==> src/rtl/pipeline_hazard_ctrl_if.sv <==
// Hazard-controller signal bundle for the five-stage pipeline.
// Groups the ID/EX/MEM/WB register identifiers, write enables, the branch
// redirect, the fetch-ready handshake and every controller output.
//   master : pipeline side (drives identifiers/handshake, reads controls)
//   slave  : hazard controller (reads identifiers/handshake, drives controls)
interface pipeline_hazard_ctrl_if #(
    parameter int CNT_W = 16
);
    logic [4:0]       rs1D;
    logic [4:0]       rs2D;
    logic [4:0]       rs1E;
    logic [4:0]       rs2E;
    logic [4:0]       rdE;
    logic             loadE;
    logic [4:0]       rdM;
    logic             regwriteM;
    logic [4:0]       rdW;
    logic             regwriteW;
    logic             pcsrcE;
    logic             imem_ready;
    logic             stallF;
    logic             stallD;
    logic             flushD;
    logic             flushE;
    logic [1:0]       forwardAE;
    logic [1:0]       forwardBE;
    logic [1:0]       fsm_state;
    logic [CNT_W-1:0] stall_cnt;
    logic [CNT_W-1:0] redirect_cnt;

    modport master (
        output rs1D, rs2D, rs1E, rs2E, rdE, loadE, rdM, regwriteM,
               rdW, regwriteW, pcsrcE, imem_ready,
        input  stallF, stallD, flushD, flushE, forwardAE, forwardBE,
               fsm_state, stall_cnt, redirect_cnt
    );

    modport slave (
        input  rs1D, rs2D, rs1E, rs2E, rdE, loadE, rdM, regwriteM,
               rdW, regwriteW, pcsrcE, imem_ready,
        output stallF, stallD, flushD, flushE, forwardAE, forwardBE,
               fsm_state, stall_cnt, redirect_cnt
    );
endinterface

==> src/rtl/pipeline_hazard_ctrl.sv <==
// Hazard and fetch-sequencing controller for the five-stage pipeline.
// Produces IF/ID and ID/EX stall/flush controls, EX operand forwarding
// selects, tracks multi-cycle instruction fetches (RUN / WAIT / WAIT_KILL)
// and keeps saturating stall-cycle and redirect counters.
// Ports:
//   clk   : pipeline clock
//   reset : asynchronous, active-high reset
//   hz    : slave side of pipeline_hazard_ctrl_if (all pipeline signals)
module pipeline_hazard_ctrl #(
    parameter int CNT_W = 16
) (
    input  logic                    clk,
    input  logic                    reset,
    pipeline_hazard_ctrl_if.slave   hz
);
    typedef enum logic [1:0] {
        ST_RUN       = 2'b00,
        ST_WAIT      = 2'b01,
        ST_WAIT_KILL = 2'b10,
        ST_UNUSED    = 2'b11
    } state_e;

    localparam logic [CNT_W-1:0] CNT_MAX = {CNT_W{1'b1}};
    localparam logic [CNT_W-1:0] CNT_ONE = {{(CNT_W-1){1'b0}}, 1'b1};

    state_e           state_q;
    state_e           state_d;
    logic [CNT_W-1:0] stall_cnt_q;
    logic [CNT_W-1:0] stall_cnt_d;
    logic [CNT_W-1:0] redirect_cnt_q;
    logic [CNT_W-1:0] redirect_cnt_d;

    logic             lwstall_s;
    logic             redirect_s;
    logic             stall_f_s;
    logic             stall_d_s;
    logic             flush_d_s;
    logic             flush_e_s;
    logic [1:0]       fwd_a_s;
    logic [1:0]       fwd_b_s;

    // MEM result is younger than WB, so it wins on a double match; x0 never forwards.
    function automatic logic [1:0] fwd_sel(
        input logic [4:0] rs,
        input logic [4:0] rd_m,
        input logic       we_m,
        input logic [4:0] rd_w,
        input logic       we_w
    );
        logic [1:0] sel;
        if (we_m && (rd_m != 5'd0) && (rd_m == rs)) begin
            sel = 2'b10;
        end else if (we_w && (rd_w != 5'd0) && (rd_w == rs)) begin
            sel = 2'b01;
        end else begin
            sel = 2'b00;
        end
        return sel;
    endfunction

    // Load-use detection and operand forwarding selects (forced to 00 during reset).
    always_comb begin
        lwstall_s = hz.loadE && (hz.rdE != 5'd0) &&
                    ((hz.rdE == hz.rs1D) || (hz.rdE == hz.rs2D));
        if (reset) begin
            fwd_a_s = 2'b00;
            fwd_b_s = 2'b00;
        end else begin
            fwd_a_s = fwd_sel(hz.rs1E, hz.rdM, hz.regwriteM, hz.rdW, hz.regwriteW);
            fwd_b_s = fwd_sel(hz.rs2E, hz.rdM, hz.regwriteM, hz.rdW, hz.regwriteW);
        end
    end

    // Fetch FSM next-state and stall/flush decode.
    always_comb begin
        state_d    = state_q;
        stall_f_s  = 1'b0;
        stall_d_s  = 1'b0;
        flush_d_s  = 1'b0;
        flush_e_s  = 1'b0;
        redirect_s = 1'b0;
        if (reset) begin
            state_d = ST_RUN;
        end else begin
            case (state_q)
                ST_WAIT: begin
                    // ID already holds a NOP here, so load-use cannot occur.
                    if (hz.pcsrcE) begin
                        flush_d_s  = 1'b1;
                        flush_e_s  = 1'b1;
                        redirect_s = 1'b1;
                        // A response arriving with the redirect is wrong-path and is
                        // discarded by flushD; otherwise it must still be drained.
                        state_d    = hz.imem_ready ? ST_RUN : ST_WAIT_KILL;
                    end else if (hz.imem_ready) begin
                        state_d = ST_RUN;
                    end else begin
                        stall_f_s = 1'b1;
                        flush_d_s = 1'b1;
                        state_d   = ST_WAIT;
                    end
                end
                ST_WAIT_KILL: begin
                    // PC already holds the target; just drop the stale response.
                    stall_f_s = 1'b1;
                    flush_d_s = 1'b1;
                    state_d   = hz.imem_ready ? ST_RUN : ST_WAIT_KILL;
                end
                default: begin
                    // ST_RUN and the unreachable encoding behave identically.
                    if (hz.pcsrcE) begin
                        flush_d_s  = 1'b1;
                        flush_e_s  = 1'b1;
                        redirect_s = 1'b1;
                        state_d    = hz.imem_ready ? ST_RUN : ST_WAIT_KILL;
                    end else if (lwstall_s) begin
                        // Fetched instruction stays on the bus, so the fetch state is kept.
                        stall_f_s = 1'b1;
                        stall_d_s = 1'b1;
                        flush_e_s = 1'b1;
                        state_d   = ST_RUN;
                    end else if (!hz.imem_ready) begin
                        stall_f_s = 1'b1;
                        flush_d_s = 1'b1;
                        state_d   = ST_WAIT;
                    end else begin
                        state_d = ST_RUN;
                    end
                end
            endcase
        end
    end

    // Saturating performance counter next values.
    always_comb begin
        if (stall_f_s && (stall_cnt_q != CNT_MAX)) begin
            stall_cnt_d = stall_cnt_q + CNT_ONE;
        end else begin
            stall_cnt_d = stall_cnt_q;
        end
        if (redirect_s && (redirect_cnt_q != CNT_MAX)) begin
            redirect_cnt_d = redirect_cnt_q + CNT_ONE;
        end else begin
            redirect_cnt_d = redirect_cnt_q;
        end
    end

    // State and counter registers.
    always_ff @(posedge clk or posedge reset) begin
        if (reset) begin
            state_q        <= ST_RUN;
            stall_cnt_q    <= {CNT_W{1'b0}};
            redirect_cnt_q <= {CNT_W{1'b0}};
        end else begin
            state_q        <= state_d;
            stall_cnt_q    <= stall_cnt_d;
            redirect_cnt_q <= redirect_cnt_d;
        end
    end

    assign hz.stallF       = stall_f_s;
    assign hz.stallD       = stall_d_s;
    assign hz.flushD       = flush_d_s;
    assign hz.flushE       = flush_e_s;
    assign hz.forwardAE    = fwd_a_s;
    assign hz.forwardBE    = fwd_b_s;
    assign hz.fsm_state    = state_q;
    assign hz.stall_cnt    = stall_cnt_q;
    assign hz.redirect_cnt = redirect_cnt_q;
endmodule

==> src/flat_wrapper.sv <==
// flat-port wrapper written by rule: the top's interface ports become plain ports
module pipeline_hazard_ctrl_flat 
#(
    parameter int CNT_W = 16
)
  (clk, reset, hz_rs1D, hz_rs2D, hz_rs1E, hz_rs2E, hz_rdE, hz_loadE, hz_rdM, hz_regwriteM, hz_rdW, hz_regwriteW, hz_pcsrcE, hz_imem_ready, hz_stallF, hz_stallD, hz_flushD, hz_flushE, hz_forwardAE, hz_forwardBE, hz_fsm_state, hz_stall_cnt, hz_redirect_cnt);
  pipeline_hazard_ctrl_if #(.CNT_W(CNT_W)) hz_i ();
  input  logic clk;
  input  logic reset;
  input wire logic [$bits(hz_i.rs1D)-1:0] hz_rs1D;
  input wire logic [$bits(hz_i.rs2D)-1:0] hz_rs2D;
  input wire logic [$bits(hz_i.rs1E)-1:0] hz_rs1E;
  input wire logic [$bits(hz_i.rs2E)-1:0] hz_rs2E;
  input wire logic [$bits(hz_i.rdE)-1:0] hz_rdE;
  input wire logic [$bits(hz_i.loadE)-1:0] hz_loadE;
  input wire logic [$bits(hz_i.rdM)-1:0] hz_rdM;
  input wire logic [$bits(hz_i.regwriteM)-1:0] hz_regwriteM;
  input wire logic [$bits(hz_i.rdW)-1:0] hz_rdW;
  input wire logic [$bits(hz_i.regwriteW)-1:0] hz_regwriteW;
  input wire logic [$bits(hz_i.pcsrcE)-1:0] hz_pcsrcE;
  input wire logic [$bits(hz_i.imem_ready)-1:0] hz_imem_ready;
  output wire logic [$bits(hz_i.stallF)-1:0] hz_stallF;
  output wire logic [$bits(hz_i.stallD)-1:0] hz_stallD;
  output wire logic [$bits(hz_i.flushD)-1:0] hz_flushD;
  output wire logic [$bits(hz_i.flushE)-1:0] hz_flushE;
  output wire logic [$bits(hz_i.forwardAE)-1:0] hz_forwardAE;
  output wire logic [$bits(hz_i.forwardBE)-1:0] hz_forwardBE;
  output wire logic [$bits(hz_i.fsm_state)-1:0] hz_fsm_state;
  output wire logic [$bits(hz_i.stall_cnt)-1:0] hz_stall_cnt;
  output wire logic [$bits(hz_i.redirect_cnt)-1:0] hz_redirect_cnt;
  assign hz_i.rs1D = hz_rs1D;
  assign hz_i.rs2D = hz_rs2D;
  assign hz_i.rs1E = hz_rs1E;
  assign hz_i.rs2E = hz_rs2E;
  assign hz_i.rdE = hz_rdE;
  assign hz_i.loadE = hz_loadE;
  assign hz_i.rdM = hz_rdM;
  assign hz_i.regwriteM = hz_regwriteM;
  assign hz_i.rdW = hz_rdW;
  assign hz_i.regwriteW = hz_regwriteW;
  assign hz_i.pcsrcE = hz_pcsrcE;
  assign hz_i.imem_ready = hz_imem_ready;
  assign hz_stallF = hz_i.stallF;
  assign hz_stallD = hz_i.stallD;
  assign hz_flushD = hz_i.flushD;
  assign hz_flushE = hz_i.flushE;
  assign hz_forwardAE = hz_i.forwardAE;
  assign hz_forwardBE = hz_i.forwardBE;
  assign hz_fsm_state = hz_i.fsm_state;
  assign hz_stall_cnt = hz_i.stall_cnt;
  assign hz_redirect_cnt = hz_i.redirect_cnt;
  pipeline_hazard_ctrl #(.CNT_W(CNT_W)) u_core (.clk(clk), .reset(reset), .hz(hz_i));
endmodule
==> config.mk <==
export PLATFORM = sky130hd
export DESIGN_NAME = pipeline_hazard_ctrl_flat
export DESIGN_NICKNAME = d
export VERILOG_FILES = /design/src/rtl/pipeline_hazard_ctrl_if.sv /design/src/rtl/pipeline_hazard_ctrl.sv /design/src/flat_wrapper.sv
export SDC_FILE = /design/constraint.sdc
export NUM_CORES = 1
export LEC_CHECK = 0
export ABC_AREA = 1
export CORE_AREA = 2 2 69 71
export CTS_CLUSTER_SIZE = 30
export DETAILED_ROUTE_END_ITERATION = 10
export DIE_AREA = 0 0 71 73
export DONT_BUFFER_PORTS = 1
export GPL_ROUTABILITY_DRIVEN = 0
export HOLD_SLACK_MARGIN = 0.05
export PLACE_DENSITY_LB_ADDON = 0.05
export RECOVER_POWER = 50
export SLEW_MARGIN = 25
export SYNTH_ARGS = -nofsm -noshare
export SYNTH_HDL_FRONTEND = slang
export SYNTH_SLANG_ARGS = --single-unit
==> constraint.sdc <==
create_clock -name clk -period 1.9 [get_ports clk]
set_input_delay 0.095 -clock clk [delete_from_list [all_inputs] [get_ports clk]]
set_output_delay 0.095 -clock clk [all_outputs]
set_load 0.1 [all_outputs]
Word level (Yosys, flattened, before mapping) --
Cells that the tools add are included.
Cells by class: equal/unequal tests 10, add/subtract/negate cells 2, mux-type cells 34, reduce and logical (&&, ||, !) cells 15
Operators with widths (number):
- $add A16 B1 Y16 const B | 2
- $ne A16 B16 Y1 const B | 2
- $eq A5 B5 Y1 | 6
- $mux W1 | 22
- $mux W2 | 8
- $reduce_bool A5 Y1 | 3
- $logic_and A1 B1 Y1 | 10
- $pmux W1 S2 | 3
- $pmux W2 S2 | 1
- $eq A2 B1 Y1 const B | 1
- $eq A2 B2 Y1 const B | 1
- $reduce_or A2 Y1 | 1
- $logic_or A1 B1 Y1 | 1
Word-level totals: input port bits 42, flip-flop bits (word level) 34

Depth between registers and ports, before layout --
word-level depth 8, mapped depth 14, depth with buffers taken out 13

Worst setup path after synthesis --
No wires, ideal clock.
path type flip-flop to output port, start point reg u_core.state_q[0] (netlist: u_core.hz.fsm_state[0]), end point out hz_stallD, data arrival time 4.451 ns, slack -2.646 ns, stages on the path, launching flop included 5, cells stage by stage dfrtp_1 inv_1 ha_1 inv_1 nor4_1
On the way: word-level cells in the longest chain between the ends 4, elaborated cells on any way between the ends 5, those cells by class eq/ne: 2; mux: 2; reduce/logical: 1
RTL lines:
- start: declaration | line pipeline_hazard_ctrl.sv:26 | state_e state_q;
- start signal: assignment | line pipeline_hazard_ctrl.sv:155 | state_q <= state_d;
- $eq A2 B1 Y1 or $eq A2 B2 Y1 (tied branches) | line pipeline_hazard_ctrl.sv:85 | case (state_q)
- $reduce_or A2 Y1 (no source line) (*)
- $mux W1 (*) | line pipeline_hazard_ctrl.sv:85
- $mux W1 (*) | line pipeline_hazard_ctrl.sv:82 | if (reset) begin
- end: declaration | line flat_wrapper.sv:23 | output wire logic [$bits(hz_i.stallD)-1:0] hz_stallD;
Every way passes the cells marked *; elsewhere a longest branch is shown, timed or not.

Worst setup path after layout --
start point reg u_core.state_q[1] (netlist: u_core.hz.fsm_state[1]), end point reg u_core.state_q[0] (netlist: u_core.hz.fsm_state[0])
On the way: word-level cells in the longest chain between the ends 3, elaborated cells on any way between the ends 4, those cells by class eq/ne: 2; mux: 2
RTL lines:
- $eq A2 B2 Y1 or $eq A2 B1 Y1 (tied branches) | line pipeline_hazard_ctrl.sv:85
- $pmux W2 S2 (*) | line pipeline_hazard_ctrl.sv:85
- $mux W2 (*) | line pipeline_hazard_ctrl.sv:82
- net u_core.state_d[0] | line pipeline_hazard_ctrl.sv:27 | state_e state_d;
Mark *: on every way through the listed nets, which the timed path passes. The rest lies on a longest branch. A chain may end at the register's enable or synchronous reset.

==> metrics.cfg <==
[cells_and_area]
fill_cells=385
seqCellArea_um2=904.6
finalNetCount=444
syn_to_final_growth_pct=29.45
final_util_pct=72.88
stdcell_count=453
antenna_cells=0
multi_input_area_mm2=0.001558
postLayoutCellArea_mm2=0.003306
drive_above_1_share_pct=33.58
layout_common_cells=nand2_1, inv_1, clkbuf_2
layout.cells.most_common=nand2_1

[drt]
wl_per_cell_um=13.20
firstDrtPassIters=4
drc=0
drt_iter0_drc=96
postRouteAntennaNets=0
vias=2390
avgViaCountPerCell=5.276
postRouteWirelength_um=5980

[sta]
hold_viol_final=0
finalWorstSetupSlack_ns=0.06339
setup_viol=0
rsz0062_at_grt=false
period_needed_ns=1.837
tns_ns=0
period_share_pct=96.66
tightest_slew_ns=1.037
whs_ns=0.08648
relSlewSlack_pct=30.85
drv_slew=0
fmax_ghz=0.5445
finalClockSkew_ns=0.009340

[die]
die_y_um=73
initial_core_util_pct=56.30
die_w_um=71
rows=25
core_mm2=0.004536
io_pins=84
dieArea_mm2=0.005183

[cts]
h-tree-depth=2
clock_latency_ns=0.29
cts.sinks=34
path_clk_slew_ns=0.07
cts-root-buf=clkbuf_8
cts_buffer_depth=2
cts_buffers=5
tritoncts=yes

[synthesis]
synth.largest_area_cell=dfrtp_1
synth_nets=388
synthArstFlopShare_pct=100.0
yosys.area.top_type_share_pct=33.32
avgSynthCellArea_um2=7.467
ys_ff_latch=34
synth_edf_count=0
synth_area_mm2=0.002554
ys_types=37
ys_warn_count=0
synthFlopType=dfrtp_1
netlist_top_cells_area=dfrtp_1, nand2_1, xnor2_1, inv_1, xor2_1
netlist_instances=342
yosysSeqAreaShare_pct=33.32

[critical_path]
cp.arrival_ns=2.06
cp.required_ns=2.12
start_kind=flop
criticalPathCategory=reg2reg
r2r_slack_ns=0.06
r2r_end=u_core.hz.fsm_state[0]$_DFF_PP0_
r2r_cells=6
crit_start=u_core.hz.fsm_state[1]$_DFF_PP0_
worstSetupEndpoint=u_core.hz.fsm_state[0]$_DFF_PP0_
end_kind=flop
r2r-start=u_core.hz.fsm_state[1]$_DFF_PP0_
worstPathMaxFanout=4

[flow_run]
drv_cap=0

[grt]
grt_pass1_wl_um=10270
grt_max_degree=26
antenna_found_initial=0
grt_pass1_vias=2296
overflow=0
track_usage_pct=24.38

[place]
dpl.hpwl_um=4521
post-place-ws_ns=0.1689
dp_cells=438
post_dp_cell_area_mm2=0.003156
io_buffers=0

[run_status]
status=finished clean

[hold_path]
hp-class=in2reg
worstHoldStart=hz_pcsrcE

[pwr]
power_density_mw_per_mm2=956.2
ir_drop_mv=0.7372
p_leak_nw=1.561
power_mw=3.161

[final cells by class]
cell class                 count  share of cell area [%]
clock buffer                   5                   2.082
clock inverter                 3                   2.082
inverter                      52                   6.018
multi-input combinational    250                   47.12
sequential                    34                   27.37
tap                           54                   2.044
timing repair buffer          55                   13.29
[layer usage]
metal / vias to the layer above / GRT usage (%) / share of wire (%)
met2: 70 / 42.99 / 51
li1: 1213 / - / -
met3: 6 / 7.044 / 5.6
met4: 0 / 4.403 / 0.85
met5: - / 0 / 0
met1: 1101 / 30.13 / 42
[critical path, stage by stage, from the launching register on]
cell and delay (ns):
dfrtp_4 0.50, ha_4 0.30, inv_4 0.05, nor2_2 0.08, nand2_1 0.09, a211oi_2 0.18
dlygate4sd3_1 0.57
[power by group]
group | leakage [nW] | internal (mW) | switching [mW] | total (mW)
Clock | 0.0683 | 0.526 | 0.281 | 0.807
Combinational | 1.08 | 0.293 | 1.09 | 1.39
Sequential | 0.413 | 0.857 | 0.111 | 0.968
Total | 1.56 | 1.68 | 1.49 | 3.16
[cell usage after synthesis (2+ instances only)]
library cell and instances:
o41ai_1 2, inv_2 6, nor3_1 5, o21ai_0 4, nor2_1 27, nand2_2 3
xnor2_1 20, nor2_2 4, nor3_2 3, a2111oi_0 2, nor4_1 3, nand4_1 22
nand2_1 93, buf_2 2, a21oi_1 3, nand3_2 3, inv_1 45, xor2_1 17
nand3_1 20, or2_2 4, dfrtp_1 34, ha_1 4, buf_6 2
[sequential cells by signal, indices dropped and copies added, names as in the netlist]
| signal | flops |
|---|---|
| u_core.hz.redirect_cnt | 16 |
| u_core.hz.fsm_state | 2 |
| u_core.hz.stall_cnt | 16 |
[kinds of logic after synthesis]
family	count (synthesis)	share of synthesized area (%)
AO/OA/AOI/OAI	16	4.655
XOR/XNOR	37	12.69
adder cells (fa/ha/maj)	4	1.960
buffers and inverters	58	9.799
flip-flops	34	33.32
AND/OR/NAND/NOR	193	37.58
[repair_timing]
| action | in CTS | in global routing |
|---|---|---|
| resized for setup | 1 | 4 |
| endpoints found under the hold margin | 17 | 0 |
| pin swaps | 2 | 0 |
| hold buffers | 5 | 0 |
| setup endpoints to repair | 1 | 4 |
| buffers inserted | 2 | 0 |
[worst min-delay path by stage]
stage | endpoint | slack [ns] | depth (start not counted)
global route | u_core.hz.fsm_state[1]$_DFF_PP0_ | 0.10 | 2
CTS | u_core.hz.fsm_state[1]$_DFF_PP0_ | 0.07 | 2
floorplan | u_core.hz.fsm_state[0]$_DFF_PP0_ | 0.16 | 1
detailed placement | u_core.hz.fsm_state[0]$_DFF_PP0_ | -0.02 | 1
global placement | u_core.hz.fsm_state[0]$_DFF_PP0_ | -0.02 | 1
finish | u_core.hz.fsm_state[1]$_DFF_PP0_ | 0.09 | 2
Power figures use the tool's default switching activity.
